### config.mk
export PLATFORM = sky130hd
export DESIGN_NAME = regbank_arbiter
export DESIGN_NICKNAME = d
export VERILOG_FILES = /design/src/rtl/regbank_arbiter.sv
export SDC_FILE = /design/constraint.sdc
export NUM_CORES = 1
export LEC_CHECK = 0
export BUFFER_PORTS_ARGS = -buffer_cell sky130_fd_sc_hd__buf_2
export CAP_MARGIN = 40
export CELL_PAD_IN_SITES_DETAIL_PLACEMENT = 1
export CELL_PAD_IN_SITES_GLOBAL_PLACEMENT = 2
export CORE_MARGIN = 8
export CORE_UTILIZATION = 39
export DETAILED_ROUTE_END_ITERATION = 10
export GPL_TIMING_DRIVEN = 0
export PLACE_DENSITY = 0.79
export SLEW_MARGIN = 10
export SYNTH_ARGS = -nofsm -noshare
export SYNTH_HDL_FRONTEND = slang
export SYNTH_SLANG_ARGS = --single-unit
### constraint.sdc
create_clock -name clk -period 3.2 [get_ports clk]
set_input_delay 0.64 -clock clk [delete_from_list [all_inputs] [get_ports clk]]
set_output_delay 0.64 -clock clk [all_outputs]
set_load 0.05 [all_outputs]
### src/rtl/regbank_arbiter.sv
// Round-robin arbiter guarding a small register bank: one requester at a time
// gets up to BURST_MAX read/write accesses, followed by a one-cycle turnaround.
module regbank_arbiter #(
   parameter int NREQ      = 4,
   parameter int DW        = 8,
   parameter int AW        = 3,
   parameter int BURST_MAX = 4
) (
   input  logic               clk,
   input  logic               reset,
   input  logic [NREQ-1:0]    req,
   input  logic [NREQ-1:0]    req_we,
   input  logic [NREQ*AW-1:0] req_addr,
   input  logic [NREQ*DW-1:0] req_data,
   output logic [NREQ-1:0]    gnt,
   output logic [DW-1:0]      rd_data,
   output logic               rd_valid,
   output logic               busy
);

   localparam int IW    = (NREQ > 1) ? $clog2(NREQ) : 1;
   localparam int BW    = $clog2(BURST_MAX + 1);
   localparam int DEPTH = 1 << AW;

   typedef enum logic [1:0] {
      IDLE  = 2'd0,
      GRANT = 2'd1,
      TURN  = 2'd2
   } state_t;

   state_t          state_q, state_d;
   logic [IW-1:0]   owner_q, owner_d;
   logic [IW-1:0]   last_owner_q, last_owner_d;
   logic [BW-1:0]   burst_q, burst_d;
   logic [NREQ-1:0] gnt_q, gnt_d;
   logic [DW-1:0]   rd_data_q, rd_data_d;
   logic            rd_valid_q, rd_valid_d;
   logic [DW-1:0]   bank_q [DEPTH];
   logic [DW-1:0]   bank_d [DEPTH];

   logic            pick_found;
   logic [IW-1:0]   pick_idx;
   logic [IW-1:0]   cand_idx;
   int              cand;
   logic [AW-1:0]   acc_addr;
   logic [DW-1:0]   acc_data;

   // Search starts one past the previous owner so every requester gets a turn.
   always_comb begin
      pick_found = 1'b0;
      pick_idx   = '0;
      cand       = 0;
      cand_idx   = '0;
      for (int k = 0; k < NREQ; k++) begin
         cand     = (int'(last_owner_q) + 1 + k) % NREQ;
         cand_idx = IW'(cand);
         if (!pick_found && req[cand_idx]) begin
            pick_found = 1'b1;
            pick_idx   = cand_idx;
         end
      end
   end

   always_comb begin
      state_d      = state_q;
      owner_d      = owner_q;
      last_owner_d = last_owner_q;
      burst_d      = burst_q;
      gnt_d        = gnt_q;
      rd_data_d    = rd_data_q;
      rd_valid_d   = 1'b0;
      bank_d       = bank_q;
      acc_addr     = req_addr[owner_q*AW +: AW];
      acc_data     = req_data[owner_q*DW +: DW];

      case (state_q)
         IDLE: begin
            if (pick_found) begin
               state_d           = GRANT;
               owner_d           = pick_idx;
               burst_d           = '0;
               gnt_d             = '0;
               gnt_d[pick_idx]   = 1'b1;
            end
         end
         GRANT: begin
            if (req[owner_q]) begin
               if (req_we[owner_q]) begin
                  bank_d[acc_addr] = acc_data;
               end else begin
                  rd_data_d  = bank_q[acc_addr];
                  rd_valid_d = 1'b1;
               end
               burst_d = burst_q + BW'(1);
            end
            // A dropped request or an exhausted burst both hand the bank back.
            if (!req[owner_q] || (burst_q == BW'(BURST_MAX - 1))) begin
               state_d      = TURN;
               gnt_d        = '0;
               last_owner_d = owner_q;
               burst_d      = '0;
            end
         end
         TURN: begin
            state_d = IDLE;
         end
         default: begin
            state_d = IDLE;
            gnt_d   = '0;
         end
      endcase
   end

   always_ff @(posedge clk or posedge reset) begin
      if (reset) begin
         state_q      <= IDLE;
         owner_q      <= '0;
         last_owner_q <= IW'(NREQ - 1);
         burst_q      <= '0;
         gnt_q        <= '0;
         rd_data_q    <= '0;
         rd_valid_q   <= 1'b0;
         bank_q       <= '{default: '0};
      end else begin
         state_q      <= state_d;
         owner_q      <= owner_d;
         last_owner_q <= last_owner_d;
         burst_q      <= burst_d;
         gnt_q        <= gnt_d;
         rd_data_q    <= rd_data_d;
         rd_valid_q   <= rd_valid_d;
         bank_q       <= bank_d;
      end
   end

   assign gnt      = gnt_q;
   assign rd_data  = rd_data_q;
   assign rd_valid = rd_valid_q;
   assign busy     = |gnt_q;

endmodule

# After elaboration in Yosys (flattened, before gate mapping)
# Index checks and enable logic that the tools add are counted.
[classes] n_addsub=5 mul=1 order_cmp=9 n_eq_ne=6 shifts=2 mux=41 bitwise_logic=3 n_reduce_logical=20
[op_table] op="64-bit bitwise mux" n=1
[op_table] op="32-bit by 6-bit indexed part select with 8-bit output" n=1
[op_table] op="8-bit binary-select mux with 3-bit select" n=1
[op_table] op="8-bit demux with 3-bit select" n=1
[op_table] op="8-bit two-way mux" n=3
[op_table] op="2-bit by 3-bit less-than comparator with 1-bit output, second input constant" n=6
[op_table] op="1-bit two-way mux" n=14
[op_table] op="1-bit binary-select mux with 2-bit select" n=6
[op_table] op="2-bit two-way mux" n=6
[op_table] op="4-bit one-hot mux with 3 select lines" n=1
[op_table] op="3-bit AND reduction" n=4
[op_table] op="12-bit by 5-bit indexed part select with 3-bit output" n=1
[op_table] op="3-bit two-way mux" n=3
[op_table] op="4-bit two-way mux" n=2
[op_table] op="2-bit adder, second input constant" n=3
[op_table] op="3-bit one-hot mux with 2 select lines" n=1
[op_table] op="2-bit AND reduction" n=3
[op_table] op="1-bit logical AND" n=5
[op_table] op="4-bit >= comparator, second input constant" n=1
[op_table] op="1-bit logical NOT" n=4
[op_table] op="4-bit by 1-bit less-than comparator with 1-bit output, second input constant" n=1
[op_table] op="2-bit by 2-bit multiplier with 4-bit output, second input constant" n=1
[op_table] op="2-bit != test, second input constant" n=2
[op_table] op="3-bit inverter with 4-bit output" n=1
[op_table] op="other kinds (14)" n=15
[totals] ff_bits=86 in_bits=54 output_inout_bits=14 word_cells=102

# Longest topological paths before layout
[depth] word_depth=19 mapped_depth=9 ltp_nobuf=6

# Worst setup path before layout
# OpenSTA, ideal clock, no wires.
[synth_timing] path_type="input to register" from="input req_addr[9]" to="register bank_q[56] in the netlist's numbering" setup_time_ns=0.125 arrival_time_ns=2.384 required_time_ns=3.075 setup_slack_ns=0.691 cell_stages=6 n_path_buf=2 cell_sequence="mux4_2 buf_6 nand2b_4 or4_1 buf_4 mux2_4"
[synth_via] elab_chain_len=7 word_cells_on_any_way=8 classes_between="order compare: 2; shift: 1; mux: 3; bitwise: 1; reduce/logical: 1"
[synth_lines] element="start, declared" line="13" source="input logic [NREQ*AW-1:0] req_addr,"
[synth_lines] element="12-bit by 5-bit indexed part select with 3-bit output (*)" line="73" source="acc_addr = req_addr[owner_q*AW +: AW];"
[synth_lines] element="3-bit inverter with 4-bit output (not written as such) (*)" line="89" source="bank_d[acc_addr] = acc_data;"
[synth_lines] element="4-bit >= comparator (not written as such) or 4-bit by 1-bit less-than comparator with 1-bit output (tied branches)" line="89"
[synth_lines] element="1-bit logical AND (not written as such)" line="89"
[synth_lines] element="8-bit two-way mux (not written as such)" line="89"
[synth_lines] element="8-bit demux with 3-bit select (*)" line="89"
[synth_lines] element="64-bit bitwise mux (*)" line="89"
[synth_lines] element="end signal, assigned" line="132" source="bank_q <= bank_d;"
[synth_lines] element="end, declared" line="38" source="logic [DW-1:0] bank_q [DEPTH];"
# Mark *: on every way between the ends. The rest lies on a longest branch, timed or not.
# A chain may end at the register's enable or synchronous reset.

# Worst setup path after layout
[layout_timing] from="register owner_q[1]" to="register rd_data_q[4] (netlist: rd_data[4])"
[layout_via] elab_chain_len=6 word_cells_on_any_way=12 classes_between="mul: 1; shift: 1; mux: 7; bitwise: 2; reduce/logical: 1"
[layout_lines] element="start, declared" line="32" source="logic [IW-1:0] owner_q, owner_d;"
[layout_lines] element="start signal, assigned" line="126" source="owner_q <= owner_d;"
[layout_lines] element="2-bit by 2-bit multiplier with 4-bit output" line="73"
[layout_lines] element="12-bit by 5-bit indexed part select with 3-bit output" line="73"
[layout_lines] element="3-bit inverter with 4-bit output (not written as such)" line="91" source="rd_data_d = bank_q[acc_addr];"
[layout_lines] element="8-bit binary-select mux with 3-bit select" line="91"
[layout_lines] element="8-bit two-way mux (not written as such) (2 in series)" line="91"
[layout_lines] element="end signal, assigned" line="130" source="rd_data_q <= rd_data_d;"
[layout_lines] element="end, declared" line="36" source="logic [DW-1:0] rd_data_q, rd_data_d;"
# Parallel ways exist; a longest one is shown, timed or not. The select of a mux whose other input is x is not followed.

==> results.ini <==
[status]
status=finished clean

[cts]
cts_resized=0
cts_tree=done
clock_path_buffers=2
hold_buffers=0
htreeDepth=3
clkLatencyLatePin_ns=0.37
cts_buffers=9
clkTransAtPathRegs_ns=0.09
cts_setup_buffers=0
clock-sinks=86
root_buffer=clkbuf_8

[sta]
fin_worst_skew_ns=0.0146
finalCriticalPeriod_ns=2.72
drv_slew=0
hold_violations=0
finalSetupViolations=0
rsz0062_at_grt=no
worst_pin_slew_ns=0.841
finalWorstSetupSlack_ns=0.482
hold_ws_ns=0.296
fmaxAchievable_ghz=0.368
max-slew-margin-rel_pct=43.5
fin_crit_sh_pct=84.9

[yosys]
synthAdderAreaFrac_pct=0.581
synth_ff_type=dfrtp_1
syn_avg_cell_area_sq_um=13.6
synth_edf_count=0
async_reset_ff_share_pct=100
synth_mux_area_share_pct=32.7
ys_seq_area_share_pct=50.0
synth_seq_cells=86
synth_compound_area_share_pct=7.61
yosys_warnings=0
yosysTopAreaCell=dfrtp_1
synth_top_area_share_pct=48.8
synth.net_count=373
synth_area_sq_um=4310
ys_top_cells_by_area=dfrtp_1 (49%), mux2_2 (15%), mux2i_1 (7.7%)
synthXorXnorAreaFrac_pct=0
synth-simple-area-share_pct=6.56
synth_top_family_by_area=multiplexers
synthDistinctLibCells=46
syn-instance-count=317

[final_layout]
final_net_count=456
drive_above_1_share_pct=44.9
fillers=1151
design_area_sq_um=5070
diodes=0
layout_common_cells=dfrtp_1 (84), buf_2 (71), mux2_2 (59)
final_common_cell=dfrtp_1
area_delta_synth_final_pct=17.8

[grt]
grtUsageTotal_pct=16.3
grt_pass1_wl_mm=18.4
grt_overflow=0
grt_start_max_net_pins=51
antenna_found_initial=0
grt_pass1_vias=3421

[power]
vdd_drop_max_mv=0.415
power_density_nw_per_um2=962
pwr-share-seq_pct=35.6
p_sw_mw=2.05
pwr-share-clk_pct=14.5
total_power_mw=4.88
pwr-share-comb_pct=49.8
intPower_mw=2.83
switching_share_pct=42.0
p_leak_nw=2.41

[floorplanning]
core_sq_um=10800
io_pins=68
fp.dieW_um=121
die_area_sq_um=14700
num_rows=38
die_h_um=121
initial_core_util_pct=39.9

[detailed_routing]
num_vias=2988
wl_per_cell_um=20.9
firstDrtPassIters=6
drtIter0Drc=132
routed_wl_mm=11.4
ant_nets=0
viasPerCell=5.48
drc=0

[run]
cap_viol_max_count=0

[critical_path]
start_kind=flop
required_ns=3.46
path_class=reg2reg
startpoint=owner_q[1]$_DFFE_PP0P_
crit_family=buffers and inverters
slowest_stage=mux4_2
max_stage_delay_ns=0.63
cp_cell_sequence=clkbuf_1 -> mux4_2 -> nand3b_1 -> clkinv_1 -> nand2_1 -> a211oi_1 -> a211o_1
reg2reg_from=owner_q[1]$_DFFE_PP0P_
cp_max_fo=10
cp.arrival_ns=2.98
crit_path_end_kind=flop
critPathBufInv=2

[place]
placed_cell_area_sq_um=4900
globalplace.congestion=0.741
portBuffers=67
dp.final_hpwl_mm=8.27
place_ws_ns=0.248

[hold_path]
hp-class=in2async

[per-stage QoR]
stage / instances / utilization (%) / TNS [ns]
floorplan: 317 / - / 0
detailed placement: 529 / 45.4 / 0
finish: 545 / 47.0 / 0
global placement: 524 / 44.6 / -58.32
CTS: 545 / 47.0 / 0
global route: 545 / 47.0 / 0
[sequential cells by signal, indices dropped and copies added (netlist names)]
signal and flops:
bank_q 64, burst_q 3, gnt 4, last_owner_q 2, owner_q 2, rd_data 8, rd_valid 1, state_q 2
[cell usage after synthesis, types with 2 or more instances]
| cell type | n |
|---|---|
| dfrtp_1 | 84 |
| mux2_2 | 59 |
| mux2i_1 | 33 |
| mux4_2 | 13 |
| nand2_1 | 13 |
| a211oi_1 | 10 |
| inv_1 | 9 |
| nor2_1 | 9 |
| mux2_4 | 8 |
| and2_1 | 6 |
| o21ai_0 | 6 |
| clkbuf_1 | 5 |
| buf_2 | 4 |
| a21oi_1 | 3 |
| a222oi_1 | 3 |
| nand2b_1 | 3 |
| nand3b_1 | 3 |
| o221ai_1 | 3 |
| o22a_1 | 3 |
| a2111oi_0 | 2 |
| a211o_1 | 2 |
| a22o_1 | 2 |
| buf_6 | 2 |
| dfstp_2 | 2 |
| ha_1 | 2 |
| nor2_2 | 2 |
| nor2b_1 | 2 |
| nor3_2 | 2 |
| o211ai_1 | 2 |
| o2bb2ai_1 | 2 |
| or3_1 | 2 |
| or4_1 | 2 |
[power by group through the flow]
stage	clock network (mW)	registers [mW]	logic [mW]
4_1_cts	0.735	1.74	2.46
2_1_floorplan	0	1.95	1.57
6_report	0.709	1.74	2.43
5_1_grt	0.772	1.80	2.62
3_3_place_gp	0	1.74	2.35
3_5_place_dp	0	1.77	2.45
[worst paths after layout]
check / end / slack [ns] / depth (start not counted)
max reg2reg: rd_data[4]$_DFFE_PP0P_ / 0.48 / 7
max in group asynchronous: last_owner_q[1]$_DFFE_PP1P_ / 2.21 / 3
max: rd_data[4]$_DFFE_PP0P_ / 0.48 / 7
min reg2reg: burst_q[0]$_DFFE_PP0P_ / 0.50 / 1
min in group clk: burst_q[0]$_DFFE_PP0P_ / 0.50 / 1
min: bank_q[12]$_DFFE_PP0P_ / 0.30 / 2
[layout make-up]
type | count | area [sq um] | area share (%)
Sequential cell | 86 | 2150 | 42.5
Inverter | 10 | 40.0 | 0.789
Buffer | 13 | 72.6 | 1.43
Multi-Input combinational cell | 208 | 2050 | 40.4
Tap cell | 140 | 175 | 3.45
Timing Repair Buffer | 72 | 404 | 7.96
Clock buffer | 12 | 145 | 2.86
Clock inverter | 4 | 31.3 | 0.616
[logic make-up after synthesis]
family,Yosys count
muxes,113
DFF,86
and+or+nand+nor,50
AOI/OAI and AO/OA,43
buffers and inverters,23
adders and majority gates,2
[metal layers]
metal  track usage (%)  vias up  share of wire [%]
met3              2.89       16                3.2
met4              6.40        0                2.0
li1                  -     1356                  -
met2              27.3       53                 49
met1              20.6     1563                 46
met5                 0        -                  0
Power figures use the tool's default switching activity.
